### config.mk
export PLATFORM = sky130hd
export DESIGN_NAME = pipeline_skid_stage
export DESIGN_NICKNAME = d
export VERILOG_FILES = /design/src/rtl/pipeline_skid_stage.sv
export SDC_FILE = /design/constraint.sdc
export NUM_CORES = 1
export LEC_CHECK = 0
export ABC_AREA = 1
export BUFFER_PORTS_ARGS = -buffer_cell sky130_fd_sc_hd__buf_2
export CAP_MARGIN = 20
export CORE_MARGIN = 2
export CORE_UTILIZATION = 50
export CTS_BUF_LIST = sky130_fd_sc_hd__clkbuf_16
export DETAILED_ROUTE_END_ITERATION = 6
export HOLD_SLACK_MARGIN = 0.08
export PLACE_DENSITY = 0.84
export SLEW_MARGIN = 20
export SYNTH_ARGS = -nofsm -noshare
export SYNTH_HDL_FRONTEND = slang
export SYNTH_SLANG_ARGS = --single-unit
### constraint.sdc
create_clock -name CLK -period 1.8 [get_ports CLK]
set_clock_uncertainty 0.2 [all_clocks]
set_input_delay 0 -clock CLK [delete_from_list [all_inputs] [get_ports CLK]]
set_output_delay 0 -clock CLK [all_outputs]
set_load 0.03 [all_outputs]
### src/rtl/pipeline_skid_stage.sv
// pipeline_skid_stage: elastic ready/valid register stage with a 2-entry skid
// buffer. It sits between DSP48A1 result registers and a consumer that may stall.
// IN_READY and OUT_VALID are decoded only from the state register, so neither
// output has a combinational path from the other side of the stage.
//
// Optional feature macro: PIPE_STALL_CNT_EN
//   defined   -> STALL_CNT port and a saturating output-stall counter are present
//   undefined -> no STALL_CNT port and no counter; data behaviour is unchanged

module pipeline_skid_stage #(
  parameter int WIDTH     = 8,
  parameter int CNT_WIDTH = 16
) (
  input  logic                 CLK,
  input  logic                 reset,
  input  logic [WIDTH-1:0]     DATA_IN,
  input  logic                 IN_VALID,
  output logic                 IN_READY,
  output logic [WIDTH-1:0]     DATA_OUT,
  output logic                 OUT_VALID,
  input  logic                 OUT_READY
`ifdef PIPE_STALL_CNT_EN
  ,
  output logic [CNT_WIDTH-1:0] STALL_CNT
`endif
);

  // EMPTY: nothing held. BUSY: out_reg valid. FULL: out_reg and skid_reg valid.
  typedef enum logic [1:0] {
    ST_EMPTY = 2'b00,
    ST_BUSY  = 2'b01,
    ST_FULL  = 2'b10
  } state_t;

  state_t             state_r;
  state_t             state_nxt_s;
  logic [WIDTH-1:0]   out_reg_r;
  logic [WIDTH-1:0]   skid_reg_r;
  logic [WIDTH-1:0]   out_nxt_s;
  logic               acc_in_s;
  logic               acc_out_s;
  logic               load_out_s;
  logic               load_skid_s;
  logic               out_from_skid_s;
  logic               in_ready_s;
  logic               out_valid_s;

  // Handshake flags decoded from the registered state only.
  always_comb begin
    in_ready_s  = (state_r != ST_FULL);
    out_valid_s = (state_r != ST_EMPTY);
    acc_in_s    = IN_VALID && in_ready_s;
    acc_out_s   = out_valid_s && OUT_READY;
  end

  assign IN_READY  = in_ready_s;
  assign OUT_VALID = out_valid_s;
  assign DATA_OUT  = out_reg_r;

  // State register; reset wins over any transfer in the same cycle.
  always_ff @(posedge CLK) begin
    if (reset) begin
      state_r <= ST_EMPTY;
    end else begin
      state_r <= state_nxt_s;
    end
  end

  // Next-state decode and register load enables.
  always_comb begin
    state_nxt_s     = state_r;
    load_out_s      = 1'b0;
    load_skid_s     = 1'b0;
    out_from_skid_s = 1'b0;
    case (state_r)
      ST_EMPTY: begin
        if (acc_in_s) begin
          load_out_s  = 1'b1;
          state_nxt_s = ST_BUSY;
        end else begin
          state_nxt_s = ST_EMPTY;
        end
      end
      ST_BUSY: begin
        if (acc_in_s && acc_out_s) begin
          // Pass-through: the sink takes the old word as the new one lands.
          load_out_s  = 1'b1;
          state_nxt_s = ST_BUSY;
        end else if (acc_in_s) begin
          // Sink stalled: park the incoming word in the skid register.
          load_skid_s = 1'b1;
          state_nxt_s = ST_FULL;
        end else if (acc_out_s) begin
          state_nxt_s = ST_EMPTY;
        end else begin
          state_nxt_s = ST_BUSY;
        end
      end
      ST_FULL: begin
        // IN_READY is low here, so upstream data is never taken.
        if (acc_out_s) begin
          load_out_s      = 1'b1;
          out_from_skid_s = 1'b1;
          state_nxt_s     = ST_BUSY;
        end else begin
          state_nxt_s = ST_FULL;
        end
      end
      default: begin
        state_nxt_s = ST_EMPTY;
      end
    endcase
  end

  // Select the source feeding out_reg: skid word when draining FULL, else input.
  always_comb begin
    if (out_from_skid_s) begin
      out_nxt_s = skid_reg_r;
    end else begin
      out_nxt_s = DATA_IN;
    end
  end

  // Output data register; holds its last value whenever not loaded.
  always_ff @(posedge CLK) begin
    if (reset) begin
      out_reg_r <= {WIDTH{1'b0}};
    end else if (load_out_s) begin
      out_reg_r <= out_nxt_s;
    end else begin
      out_reg_r <= out_reg_r;
    end
  end

  // Skid register; captures the second word only when the sink is stalled.
  always_ff @(posedge CLK) begin
    if (reset) begin
      skid_reg_r <= {WIDTH{1'b0}};
    end else if (load_skid_s) begin
      skid_reg_r <= DATA_IN;
    end else begin
      skid_reg_r <= skid_reg_r;
    end
  end

`ifdef PIPE_STALL_CNT_EN
  logic [CNT_WIDTH-1:0] stall_cnt_r;
  logic                 stall_s;
  logic                 cnt_sat_s;

  // A stall cycle is one where a valid word is presented but not taken.
  always_comb begin
    stall_s   = out_valid_s && !OUT_READY;
    cnt_sat_s = (stall_cnt_r == {CNT_WIDTH{1'b1}});
  end

  // Saturating stall counter, cleared only by reset.
  always_ff @(posedge CLK) begin
    if (reset) begin
      stall_cnt_r <= {CNT_WIDTH{1'b0}};
    end else if (stall_s && !cnt_sat_s) begin
      stall_cnt_r <= stall_cnt_r + {{(CNT_WIDTH-1){1'b0}}, 1'b1};
    end else begin
      stall_cnt_r <= stall_cnt_r;
    end
  end

  assign STALL_CNT = stall_cnt_r;
`endif

endmodule
Word level (Yosys, flattened, before mapping):

Index checks and enable logic that the tools add are counted.

* bits of input ports: 12
* bits in registers: 18
* output and inout port bits: 10

* reductions and logical operators: 5
* eq/ne operators: 3
* mux-type cells: 14

Operators by type and width (number)
* $mux W1: 8
* $mux W8: 1
* $mux W2: 3
* $pmux W2 S3: 1
* $logic_and A1 B1 Y1: 3
* $pmux W1 S3: 1
* $eq A2 B1 Y1 const B: 1
* $eq A2 B2 Y1 const B: 1
* $logic_not A2 Y1: 1
* $ne A2 B2 Y1 const B: 1
* $reduce_bool A2 Y1: 1

Depth between registers and ports, before layout:

Gate-level depths: netlist of run 1.

* depth after elaboration: 6
* gate-level depth with buffers: 9
* gate-level depth less buffers: 9

Worst setup path before layout of run 1:

OpenSTA, ideal clock, no wires.

* path kind: flip-flop to flip-flop
* start point: register state_r[0]
* end point: register skid_reg_r[7]
* period minus slack after synthesis: 1.869 ns
* slack: -0.069 ns
* data required time: 1.481 ns
* cell stages (with the launch flop): 10
* arrival time: 1.550 ns
* setup time: 0.119 ns
* path buffers: 1
* path through: dfxtp_1 inv_2 nand2_1 inv_1 nor2_1 ha_1 nand3_2 buf_4 o21ai_0 a21oi_1

* cells in the longest elaborated chain, start to end: 5
* elaborated cells between the ends (all ways): 9

Ends and longest elaborated chain
* from (decl): RTL line 35 `state_t state_r;`
* from (signal assigned): RTL line 65 `state_r <= state_nxt_s;`
* $ne A2 B2 Y1 (*): RTL line 50 `in_ready_s = (state_r != ST_FULL);`
* named net IN_READY: RTL line 18 `output logic IN_READY,`
* $logic_and A1 B1 Y1 (*): RTL line 52 `acc_in_s = IN_VALID && in_ready_s;`
* $mux W1 or $logic_and A1 B1 Y1 (tied branches): RTL line 89, 85
* $mux W1 (*): RTL line 85 `if (acc_in_s && acc_out_s) begin`
* $mux W1 (*): RTL line 75 `case (state_r)`
* to (signal assigned): RTL line 138 `skid_reg_r <= {WIDTH{1'b0}};`
* to (signal assigned): RTL line 142 `skid_reg_r <= skid_reg_r;`
* to (decl): RTL line 38 `logic [WIDTH-1:0] skid_reg_r;`

The timed path passes the listed nets; every way through them passes the cells marked *.
A chain may end at the register's enable or synchronous reset.

Worst setup path in the final report of run 1:

* start point: register state_r[1]
* end point: register skid_reg_r[3]

* cells in the longest elaborated chain, start to end: 5
* elaborated cells between the ends (all ways): 9

Ends and longest elaborated chain (RTL line)
* $ne A2 B2 Y1 or $reduce_bool A2 Y1 (tied branches): 50, 51
* $logic_and A1 B1 Y1, on equally long branches: 52, 53
* $mux W1 or $logic_and A1 B1 Y1 (tied branches): 89, 85
* $mux W1: 85
* $mux W1 (*): 75

Every way passes the cells marked *; elsewhere a longest branch is shown, timed or not.

==> load_flow_metrics.sql, run 1 <==
INSERT INTO impl_metrics (metric_group, metric, value, unit) VALUES
('sta', 'setup_repair_after_global_routing_missed_its_margin', 'no', ''),
('run', 'cap_viol_max_count', '0', ''),
('placed_design', 'placement.io_buffers', '21', ''),
('sta', 'slew_headroom', '0.833', ''),
('cts', 'cts-htree-levels', '1', ''),
('grt', 'global_route_usage_sum', '0.222', ''),
('routing', 'detail_route.wl_per_cell', '12.5', 'um'),
('synth', 'yosys_warnings', '0', ''),
('cts', 'clock_pin_slew_on_the_worst_setup_and_hold_paths', '0.05', 'ns'),
('sta', 'setup-violations-final', '0', ''),
('finish', 'finish.cell_count_without_fillers', '170', ''),
('routing', 'drt_iter0_drc', '14', ''),
('finish', 'areaGrowthSynthToFinish', '33.5', '%'),
('finish', 'diodes', '0', ''),
('finish', 'final_net_count', '167', ''),
('synth', 'yosysSeqAreaShare', '0.407', ''),
('synth', 'synth_cell_types', '19', ''),
('finish', 'fillers', '135', ''),
('pwr', 'leakagePower', '0.000571', 'uW'),
('floorplan', 'die_h', '46.1', 'um'),
('synth', 'synthesis_stage_register_bit_count', '18', ''),
('routing', 'drt_pass1_iterations', '4', ''),
('cts', 'cts_tree', 'done', ''),
('grt', 'antenna_found_initial', '0', ''),
('floorplan', 'rows', '15', ''),
('pwr', 'ir_drop', '747', 'uV'),
('synth', 'synth_top_area_cell', 'dfxtp_1', ''),
('placed_design', 'placement_cell_area', '983', 'um2'),
('synth', 'synth_flop_cell', 'dfxtp_1', ''),
('synth', 'syn_area_per_cell', '7.37', 'um2'),
('synth', 'synth_largest_type_area_fraction', '0.407', ''),
('setup_path', 'critPathCaptureType', 'flip-flop', ''),
('sta', 'timing.setup.tns', '0', 'ns'),
('synth', 'synth.top_cells.by_count', 'nand2_1, dfxtp_1, inv_1, a21oi_1, nand3_1', ''),
('setup_path', 'critical_path_required', '1.76', 'ns'),
('routing', 'antenna_violating_nets_post_route', '0', ''),
('routing', 'detail_route.wirelength', '2.13', 'mm'),
('sta', 'fin_hold_ws', '0.247', 'ns'),
('routing', 'vias', '920', ''),
('synth', 'synthMostInstantiatedCell', 'nand2_1', ''),
('grt', 'pin_count_of_the_biggest_net_entering_global_routing', '18', ''),
('placed_design', 'finalWeightedCongestion', '0.850', ''),
('floorplan', 'die_width', '46.1', 'um'),
('cts', 'post_cts.repair.setup_buffers', '0', ''),
('setup_path', 'cp_data_arrival_time', '1.63', 'ns'),
('floorplan', 'core_area', '1690', 'um2'),
('sta', 'timing_worst_slew_pin_value', '0.250', 'ns'),
('synth', 'post_synth_main_area_contributors', 'dfxtp_1, nand2_1, a21oi_1', ''),
('finish', 'regArea', '362', 'um2'),
('placed_design', 'placedCellCount', '155', ''),
('cts', 'cts_root_buffer', 'clkbuf_16', ''),
('floorplan', 'io_pins', '22', ''),
('status', 'run_status', 'completed', ''),
('placed_design', 'place.detailed.hpwl', '1.41', 'mm'),
('synth', 'synth_area', '885', 'um2'),
('synth', 'mappedNetlistNets', '133', ''),
('grt', 'via_count_of_the_first_global_routing_pass', '830', ''),
('setup_path', 'critPathLaunchType', 'flip-flop', ''),
('setup_path', 'critical_path.max_fanout', '17', ''),
('sta', 'fmax', '0.599', 'GHz'),
('sta', 'finalMaxSlewViolations', '0', ''),
('routing', 'route.detailed.drc', '0', ''),
('sta', 'final_hold_viol_count', '0', ''),
('cts', 'clk_path_buf_depth', '2', ''),
('synth', 'synth_edf_count', '0', ''),
('floorplan', 'starting_density_of_the_core', '0.524', ''),
('grt', 'grt-ovfl-total', '0', ''),
('finish', 'multiInputGateArea', '414', 'um2'),
('finish', 'post-route-cell-area', '1180', 'um2'),
('finish', 'drive_gt1_frac', '0.255', ''),
('sta', 'period_minus_slack', '1.67', 'ns'),
('setup_path', 'setup_crit_path_kind', 'flip-flop to flip-flop', ''),
('sta', 'min_period_over_period', '0.928', ''),
('pwr', 'total_power', '1100', 'uW'),
('pwr', 'power.density', '931', 'nW/um2'),
('synth', 'async_reset_ff_frac', '0', ''),
('cts', 'cts_made_buffers', '3', ''),
('synth', 'netlist_instances', '120', ''),
('routing', 'via_per_inst', '5.41', ''),
('cts', 'clock_latency', '0.24', 'ns'),
('grt', 'global_route_wire_length_before_repair', '3.43', 'mm'),
('floorplan', 'design.die.area', '2120', 'um2'),
('cts', 'cts_sink_count', '18', ''),
('min_path', 'kind_of_path_behind_the_tightest_hold_check', 'flip-flop to flip-flop', '');
[timing repair]
action                                  CTS  global route
endpoints found under the setup margin    0             8
gates resized for setup                   0             3
hold buffers                             11             0
endpoints found under the hold margin    18             0
[placed cells by master, fill, tap and decap left out, types with 3 or more instances in the layout]
cell type      instances
a21oi_1               15
inv_1                 18
nand2_1               22
nand2_2                5
dfxtp_1               17
clkbuf_16              3
nand3_1               12
o21ai_0                9
dlygate4sd3_1         11
buf_2                 21
nand4_1                5
[sequential cells by signal, indices dropped and copies added, names as in the netlist]
signal	cells
state_r	2
DATA_OUT	8
skid_reg_r	8
[report_power, final]
group,leakage (uW),switching (uW),internal (uW)
clock network,0.0000385,146,295
logic,0.000385,132,79.2
registers,0.000148,18.8,429
total,0.000571,296,804
[routing by layer]
metal / GRT usage / share of wire
met5: 0 / 0
met4: 0.0971 / 0.023
met3: 0.0353 / 0.061
met2: 0.375 / 0.46
met1: 0.276 / 0.45
[cell type report]
cell class | count | area share
clock buffers | 3 | 0.0636
clock inverters | 1 | 0.00318
inverters | 20 | 0.0636
multi-input cells | 77 | 0.351
flip-flops and latches | 18 | 0.306
well taps | 17 | 0.0180
repair buffers | 34 | 0.195
[stage by stage]
step,setup WS (ns),util
6_report,0.129,0.699
4_1_cts,0.0642,0.694
3_5_place_dp,0.0700,0.582
5_1_grt,0.00257,0.699
2_1_floorplan,0.0354,-
3_3_place_gp,0.177,0.582
[cells by family (layout without fill, tap and decap cells)]
kind of cell | after synthesis | in the layout | share of synthesized area
buf+inv | 25 | 58 | 0.136
flops | 18 | 18 | 0.407
fa+ha+maj | 1 | 1 | 0.0141
simple gates | 49 | 49 | 0.281
compound gates | 27 | 27 | 0.161
[critical path, stage by stage, from the launching register on]
cell     delay [ns]
dfxtp_1        0.45
nor2_1         0.07
inv_1          0.09
nand2_1        0.06
ha_1           0.23
nand3_4        0.18
o21ai_0        0.10
a21oi_1        0.19
[path summary, 6_finish.rpt]
| path | startpoint | endpoint | slack [ns] | cells past startpoint |
|---|---|---|---|---|
| setup / recovery | state_r[1]$_SDFF_PP0_ | skid_reg_r[3]$_SDFFE_PP0P_ | 0.13 | 7 |
| hold / removal | skid_reg_r[2]$_SDFFE_PP0P_ | skid_reg_r[2]$_SDFFE_PP0P_ | 0.25 | 2 |
| setup reg to reg | state_r[1]$_SDFF_PP0_ | skid_reg_r[3]$_SDFFE_PP0P_ | 0.13 | 7 |
| hold reg to reg | skid_reg_r[2]$_SDFFE_PP0P_ | skid_reg_r[2]$_SDFFE_PP0P_ | 0.25 | 2 |
(Power assumes the default switching activity.)
==> run 2: changes to the inputs <==
--- a/config.mk
+++ b/config.mk
@@ -8,8 +8,10 @@
 export ABC_AREA = 1
 export BUFFER_PORTS_ARGS = -buffer_cell sky130_fd_sc_hd__buf_2
 export CAP_MARGIN = 20
+export CELL_PAD_IN_SITES_DETAIL_PLACEMENT = 0
+export CELL_PAD_IN_SITES_GLOBAL_PLACEMENT = 1
 export CORE_MARGIN = 2
-export CORE_UTILIZATION = 50
+export CORE_UTILIZATION = 36
 export CTS_BUF_LIST = sky130_fd_sc_hd__clkbuf_16
 export DETAILED_ROUTE_END_ITERATION = 6
 export HOLD_SLACK_MARGIN = 0.08
==> run 2 against run 1 <==
Against the previous run: design area increased by 1.8%; sequential cell count unchanged; clock power about the same; critical path depth increased by 1; via count decreased by 5.9%; register-to-register slack improved by 0.03 ns.
==> load_flow_metrics.sql, run 2 (synthesis gave the netlist of run 1 again) <==
INSERT INTO impl_metrics (metric_group, metric, value, unit) VALUES
('setup_path', 'critical_path.max_fanout', '17', ''),
('grt', 'global_route_wire_length_before_repair', '3.48', 'mm'),
('sta', 'timing_worst_slew_pin_value', '0.246', 'ns'),
('sta', 'finalMaxSlewViolations', '0', ''),
('finish', 'areaGrowthSynthToFinish', '35.9', '%'),
('floorplan', 'core_area', '2280', 'um2'),
('setup_path', 'cp_cell_instances', 'inv_2, nand2_2, inv_1, nor2_1, ha_1, nand3_4, o21ai_0, a21oi_1', ''),
('routing', 'detail_route.wl_per_cell', '11.3', 'um'),
('setup_path', 'cp_data_arrival_time', '1.56', 'ns'),
('cts', 'clk_path_buf_depth', '2', ''),
('finish', 'final_common_cell', 'nand2_1', ''),
('finish', 'diodes', '0', ''),
('floorplan', 'die_h', '53.6', 'um'),
('placed_design', 'placement.io_buffers', '21', ''),
('setup_path', 'timing.critical_path.slowest_cell_delay', '0.39', 'ns'),
('setup_path', 'critPathCaptureType', 'flip-flop', ''),
('finish', 'fillers', '223', ''),
('cts', 'cts_made_buffers', '3', ''),
('cts', 'cts-htree-levels', '1', ''),
('cts', 'cts_tree', 'done', ''),
('sta', 'timing.setup.tns', '0', 'ns'),
('grt', 'grt-ovfl-total', '0', ''),
('pwr', 'leakagePower', '0.000577', 'uW'),
('setup_path', 'regToRegSetupSlack', '0.16', 'ns'),
('setup_path', 'setup_crit_path_kind', 'flip-flop to flip-flop', ''),
('sta', 'timing.final.ws_setup', '0.162', 'ns'),
('cts', 'clock_latency', '0.24', 'ns'),
('sta', 'period_minus_slack', '1.64', 'ns'),
('pwr', 'p_seq_frac', '0.407', ''),
('floorplan', 'design.die.area', '2870', 'um2'),
('pwr', 'combinationalPowerShare', '0.193', ''),
('sta', 'min_period_over_period', '0.910', ''),
('cts', 'cts_root_buffer', 'clkbuf_16', ''),
('status', 'run_status', 'completed', ''),
('grt', 'antenna_found_initial', '0', ''),
('pwr', 'clock_power_share', '0.399', ''),
('finish', 'drive_gt1_frac', '0.260', ''),
('grt', 'via_count_of_the_first_global_routing_pass', '829', ''),
('sta', 'final_hold_viol_count', '0', ''),
('run', 'cap_viol_max_count', '0', ''),
('pwr', 'ir_drop', '644', 'uV'),
('cts', 'clock_pin_slew_on_the_worst_setup_and_hold_paths', '0.05', 'ns'),
('setup_path', 'cpMaxStageDelayCell', 'dfxtp_2', ''),
('routing', 'detail_route.wirelength', '2.06', 'mm'),
('min_path', 'kind_of_path_behind_the_tightest_hold_check', 'flip-flop to flip-flop', ''),
('floorplan', 'io_pins', '22', ''),
('sta', 'setup-violations-final', '0', ''),
('pwr', 'switchingPower', '291', 'uW'),
('routing', 'via_per_inst', '4.76', ''),
('finish', 'final_cell_mix', 'nand2_1, buf_2, inv_1', ''),
('setup_path', 'critical_path_required', '1.73', 'ns'),
('sta', 'slew_headroom', '0.836', ''),
('routing', 'route.detailed.drc', '0', ''),
('placed_design', 'post-place-ws', '0.0333', 'ns'),
('finish', 'final_net_count', '168', ''),
('pwr', 'power.density', '912', 'nW/um2'),
('floorplan', 'starting_density_of_the_core', '0.389', ''),
('grt', 'global_route_usage_sum', '0.169', ''),
('sta', 'fmax', '0.610', 'GHz'),
('routing', 'drt_pass1_iterations', '4', ''),
('sta', 'setup_repair_after_global_routing_missed_its_margin', 'no', ''),
('floorplan', 'rows', '17', ''),
('placed_design', 'finalWeightedCongestion', '0.760', ''),
('routing', 'antenna_violating_nets_post_route', '0', ''),
('routing', 'vias', '866', ''),
('routing', 'drt_iter0_drc', '8', ''),
('pwr', 'internal_power_summed_over_all_cells', '805', 'uW'),
('floorplan', 'die_width', '53.6', 'um'),
('grt', 'pin_count_of_the_biggest_net_entering_global_routing', '18', ''),
('setup_path', 'critPathLaunchType', 'flip-flop', ''),
('placed_design', 'place.detailed.hpwl', '1.46', 'mm'),
('cts', 'cts_sink_count', '18', ''),
('pwr', 'sw_frac_of_total', '0.266', '');
## run 2: changes by cell type in the layout (fill, tap and decap cells not counted)
cell,change
buf_4,+1
o21ai_0,-3
o21ai_1,+3
## run 2: through the flow
stage | util | instances | hold slack, ns | power, uW | instance area [um2]
3_5_place_dp | 0.441 | 167 | 0.110 | 643 | 1000
5_1_grt | 0.528 | 182 | 0.261 | 1160 | 1200
6_report | 0.528 | 182 | 0.247 | 1100 | 1200
4_1_cts | 0.524 | 182 | 0.251 | 1100 | 1190
2_1_floorplan | - | 120 | -0.00963 | 590 | 887
3_3_place_gp | 0.441 | 167 | 0.0941 | 638 | 1000
## run 2: critical path, delay by kind of cell (launching register included)
kind / cells / cell delay (ns)
buffers and inverters: 2 / 0.11
AO/OA/AOI/OAI: 2 / 0.28
flip-flops: 1 / 0.39
AND/OR/NAND/NOR: 3 / 0.33
adder cells (fa/ha/maj): 1 / 0.20
## run 2: per-layer routing
| layer | GRT usage | share of wire | vias up |
|---|---|---|---|
| li1 | - | - | 462 |
| met5 | 0 | 0 | - |
| met3 | 0.0583 | 0.046 | 2 |
| met4 | 0.0385 | 0.0044 | 0 |
| met2 | 0.300 | 0.50 | 20 |
| met1 | 0.196 | 0.45 | 382 |
## run 2: what timing repair did
| item | in CTS | in global routing |
|---|---|---|
| endpoints found under the setup margin | 0 | 8 |
| gates resized for setup | 0 | 6 |
| hold endpoints to repair | 18 | 0 |
| hold buffers | 11 | 0 |
| buffers inserted | 0 | 0 |
## run 2: final timing paths
path / startpoint / end / cells after the start
worst min register to register: skid_reg_r[2]$_SDFFE_PP0P_ / skid_reg_r[2]$_SDFFE_PP0P_ / 2
worst max register to register: state_r[0]$_SDFF_PP0_ / skid_reg_r[3]$_SDFFE_PP0P_ / 8
worst min-delay path: skid_reg_r[2]$_SDFFE_PP0P_ / skid_reg_r[2]$_SDFFE_PP0P_ / 2
worst max-delay path: state_r[0]$_SDFF_PP0_ / skid_reg_r[3]$_SDFFE_PP0P_ / 8
## run 2: layout make-up
| class | count | area [um2] | share of cell area |
|---|---|---|---|
| inverter | 20 | 75.1 | 0.0624 |
| timing repair buffer | 35 | 238 | 0.198 |
| clock inverter | 1 | 3.75 | 0.00312 |
| sequential | 18 | 362 | 0.301 |
| multi-input combinational | 77 | 414 | 0.344 |
| tap | 28 | 35.0 | 0.0291 |
| clock buffer | 3 | 75.1 | 0.0624 |
## run 2: power by group through the flow
stage / Sequential [uW] / Clock, uW / Combinational, uW
4_1_cts: 445 / 450 / 209
3_3_place_gp: 452 / 0 / 186
3_5_place_dp: 454 / 0 / 190
6_report: 447 / 438 / 212
5_1_grt: 449 / 471 / 239
2_1_floorplan: 478 / 0 / 112
==> run 3: changes to the inputs <==
--- a/config.mk
+++ b/config.mk
@@ -11,11 +11,12 @@
 export CELL_PAD_IN_SITES_DETAIL_PLACEMENT = 0
 export CELL_PAD_IN_SITES_GLOBAL_PLACEMENT = 1
 export CORE_MARGIN = 2
-export CORE_UTILIZATION = 36
+export CORE_UTILIZATION = 39
 export CTS_BUF_LIST = sky130_fd_sc_hd__clkbuf_16
 export DETAILED_ROUTE_END_ITERATION = 6
+export GPL_ROUTABILITY_DRIVEN = 0
 export HOLD_SLACK_MARGIN = 0.08
-export PLACE_DENSITY = 0.84
+export PLACE_DENSITY = 0.9
 export SLEW_MARGIN = 20
 export SYNTH_ARGS = -nofsm -noshare
 export SYNTH_HDL_FRONTEND = slang
==> constraint.sdc (replaced) <==
create_clock -name CLK -period 2 [get_ports CLK]
set_clock_uncertainty 0.2 [all_clocks]
set_input_delay 0.5 -clock CLK [delete_from_list [all_inputs] [get_ports CLK]]
set_output_delay 0.5 -clock CLK [all_outputs]
set_load 0.03 [all_outputs]
==> run 3 against run 2 <==
Against the previous run: non-clock buffer count decreased by 13; core utilization decreased by 3.5 points; routed wire length decreased by 8.4%; power decreased by 12%; die area decreased by 7.1%; first-iteration DRC count increased by 38%; sequential power decreased by 10%; clock power decreased by 11%; cell count decreased by 7.7%; sequential share of layout area increased by 3.6 points; clock-buffer cell count unchanged.
==> load_flow_metrics.sql, run 3 (synthesis gave the netlist of run 1 again) <==
INSERT INTO impl_metrics (metric_group, metric, value, unit) VALUES
('cts', 'clk_path_buf_depth', '2', ''),
('grt', 'global_route_usage_sum', '0.162', ''),
('min_path', 'kind_of_path_behind_the_tightest_hold_check', 'flip-flop to flip-flop', ''),
('cts', 'clock_pin_slew_on_the_worst_setup_and_hold_paths', '0.05', 'ns'),
('pwr', 'ir_drop', '477', 'uV'),
('setup_path', 'cp_data_arrival_time', '1.76', 'ns'),
('pwr', 'leakagePower', '0.000519', 'uW'),
('grt', 'global_route_wire_length_before_repair', '3.11', 'mm'),
('routing', 'via_per_inst', '4.95', ''),
('finish', 'final_cell_mix', 'nand2_1, buf_2, dfxtp_1, inv_1, a21oi_1', ''),
('setup_path', 'worst-r2r-cell-count', '8', ''),
('setup_path', 'critPathLaunchType', 'flip-flop', ''),
('setup_path', 'cpMaxStageDelayCell', 'dfxtp_1', ''),
('sta', 'fin_hold_ws', '0.248', 'ns'),
('setup_path', 'cp_cell_instances', 'inv_2, nand2_1, inv_1, nor2_1, ha_1, nand3_4, o21ai_0, a21oi_1', ''),
('routing', 'detail_route.wl_per_cell', '11.2', 'um'),
('sta', 'slew_headroom', '0.833', ''),
('finish', 'final_net_count', '155', ''),
('cts', 'cts_sink_count', '18', ''),
('sta', 'period_minus_slack', '1.83', 'ns'),
('finish', 'layout.core_utilization', '0.493', ''),
('floorplan', 'rows', '17', ''),
('floorplan', 'io_pins', '22', ''),
('floorplan', 'core_area', '2170', 'um2'),
('routing', 'drt_iter0_drc', '11', ''),
('setup_path', 'regToRegStartpoint', 'state_r[0]$_SDFF_PP0_', ''),
('floorplan', 'starting_density_of_the_core', '0.408', ''),
('placed_design', 'placement.io_buffers', '21', ''),
('cts', 'cts_made_buffers', '3', ''),
('pwr', 'power.density', '898', 'nW/um2'),
('setup_path', 'regToRegSetupSlack', '0.17', 'ns'),
('setup_path', 'setup_crit_path_kind', 'flip-flop to flip-flop', ''),
('setup_path', 'critical_path.max_fanout', '17', ''),
('routing', 'detail_route.wirelength', '1.88', 'mm'),
('cts', 'post_cts.repair.setup_buffers', '0', ''),
('sta', 'timing.setup.tns', '0', 'ns'),
('floorplan', 'die_h', '51.6', 'um'),
('finish', 'final_common_cell', 'nand2_1', ''),
('setup_path', 'critPathTopFamily', 'flip-flops', ''),
('placed_design', 'place.detailed.hpwl', '1.39', 'mm'),
('grt', 'grt-ovfl-total', '0', ''),
('grt', 'via_count_of_the_first_global_routing_pass', '753', ''),
('sta', 'fmax', '0.547', 'GHz'),
('sta', 'setup_repair_after_global_routing_missed_its_margin', 'no', ''),
('sta', 'timing_worst_slew_pin_value', '0.250', 'ns'),
('setup_path', 'timing.critical_path.slowest_cell_delay', '0.45', 'ns'),
('routing', 'antenna_violating_nets_post_route', '0', ''),
('min_path', 'worst_hold_startpoint', 'skid_reg_r[2]$_SDFFE_PP0P_', ''),
('setup_path', 'regToRegEndpoint', 'skid_reg_r[1]$_SDFFE_PP0P_', ''),
('pwr', 'total_power', '960', 'uW'),
('routing', 'drt_pass1_iterations', '4', ''),
('sta', 'finalMaxSlewViolations', '0', ''),
('grt', 'pin_count_of_the_biggest_net_entering_global_routing', '18', ''),
('status', 'run_status', 'completed', ''),
('min_path', 'hold_path_depth', '2', ''),
('sta', 'final_hold_viol_count', '0', ''),
('floorplan', 'die_width', '51.6', 'um'),
('cts', 'cts_tree', 'done', ''),
('setup_path', 'number_of_buffers_and_inverters_on_the_critical_path', '2', ''),
('setup_path', 'critPathCaptureType', 'flip-flop', ''),
('finish', 'areaGrowthSynthToFinish', '20.9', '%'),
('sta', 'setup-violations-final', '0', ''),
('routing', 'vias', '831', ''),
('min_path', 'hold_ep', 'skid_reg_r[2]$_SDFFE_PP0P_', ''),
('finish', 'drive_gt1_frac', '0.257', ''),
('sta', 'min_period_over_period', '0.914', ''),
('cts', 'cts-htree-levels', '1', ''),
('run', 'cap_viol_max_count', '0', ''),
('floorplan', 'design.die.area', '2670', 'um2'),
('cts', 'clock_latency', '0.25', 'ns'),
('grt', 'antenna_found_initial', '0', ''),
('setup_path', 'critical_path_required', '1.93', 'ns'),
('finish', 'fillers', '234', ''),
('cts', 'cts_root_buffer', 'clkbuf_16', ''),
('finish', 'diodes', '0', ''),
('routing', 'route.detailed.drc', '0', '');
==> run 3: how the worst max path moves through the flow <==
| stage | from | endpoint | slack [ns] | cells after the start |
|---|---|---|---|---|
| 2_1_floorplan | state_r[0]$_SDFF_PP0_ | skid_reg_r[7]$_SDFFE_PP0P_ | 0.13 | 9 |
| 3_3_place_gp | IN_VALID | skid_reg_r[3]$_SDFFE_PP0P_ | 0.22 | 7 |
| 3_5_place_dp | IN_VALID | skid_reg_r[4]$_SDFFE_PP0P_ | 0.15 | 7 |
| 4_1_cts | state_r[0]$_SDFF_PP0_ | skid_reg_r[1]$_SDFFE_PP0P_ | 0.11 | 8 |
| 5_1_grt | state_r[0]$_SDFF_PP0_ | skid_reg_r[1]$_SDFFE_PP0P_ | 0.04 | 8 |
| 6_report | state_r[0]$_SDFF_PP0_ | skid_reg_r[1]$_SDFFE_PP0P_ | 0.17 | 8 |
==> run 3: repair_timing <==
| item | in CTS | in global routing |
|---|---|---|
| hold buffers | 0 | 0 |
| setup endpoints to repair | 0 | 5 |
| gates resized for setup | 0 | 1 |
==> run 3: through the flow <==
step | worst slack (ns) | area, um2 | instances
6_report | 0.171 | 1070 | 168
4_1_cts | 0.106 | 1060 | 168
3_3_place_gp | 0.216 | 987 | 165
2_1_floorplan | 0.131 | 885 | 120
3_5_place_dp | 0.150 | 987 | 165
5_1_grt | 0.0438 | 1070 | 168
==> run 3: area by class of cell <==
cell class              instances  area (um2)  share of cell area
multi-input cells              77         412               0.385
flip-flops and latches         18         360               0.337
inverters                      20        75.1              0.0702
well taps                      28        35.0              0.0327
repair buffers                 22         113               0.105
clock buffers                   3        75.1              0.0702
==> run 3: report_power, final <==
| group | total [uW] | leakage [uW] | switching (uW) | internal, uW |
|---|---|---|---|---|
| Clock | 392 | 0.0000370 | 129 | 263 |
| Combinational | 167 | 0.000334 | 112 | 54.6 |
| Sequential | 402 | 0.000148 | 16.0 | 386 |
| Total | 960 | 0.000519 | 257 | 704 |
==> run 3: tightest hold or removal path, stage by stage, from the launching register on <==
cell and delay (ns):
dfxtp_1 0.31, inv_1 0.05, a21oi_1 0.05
==> run 3: per-layer routing <==
metal	up-vias	track usage	wire (um)
li1	428	-	-
met1	369	0.180	851
met2	25	0.291	882
met3	9	0.0345	106
met4	0	0.0789	43
met5	-	0	0
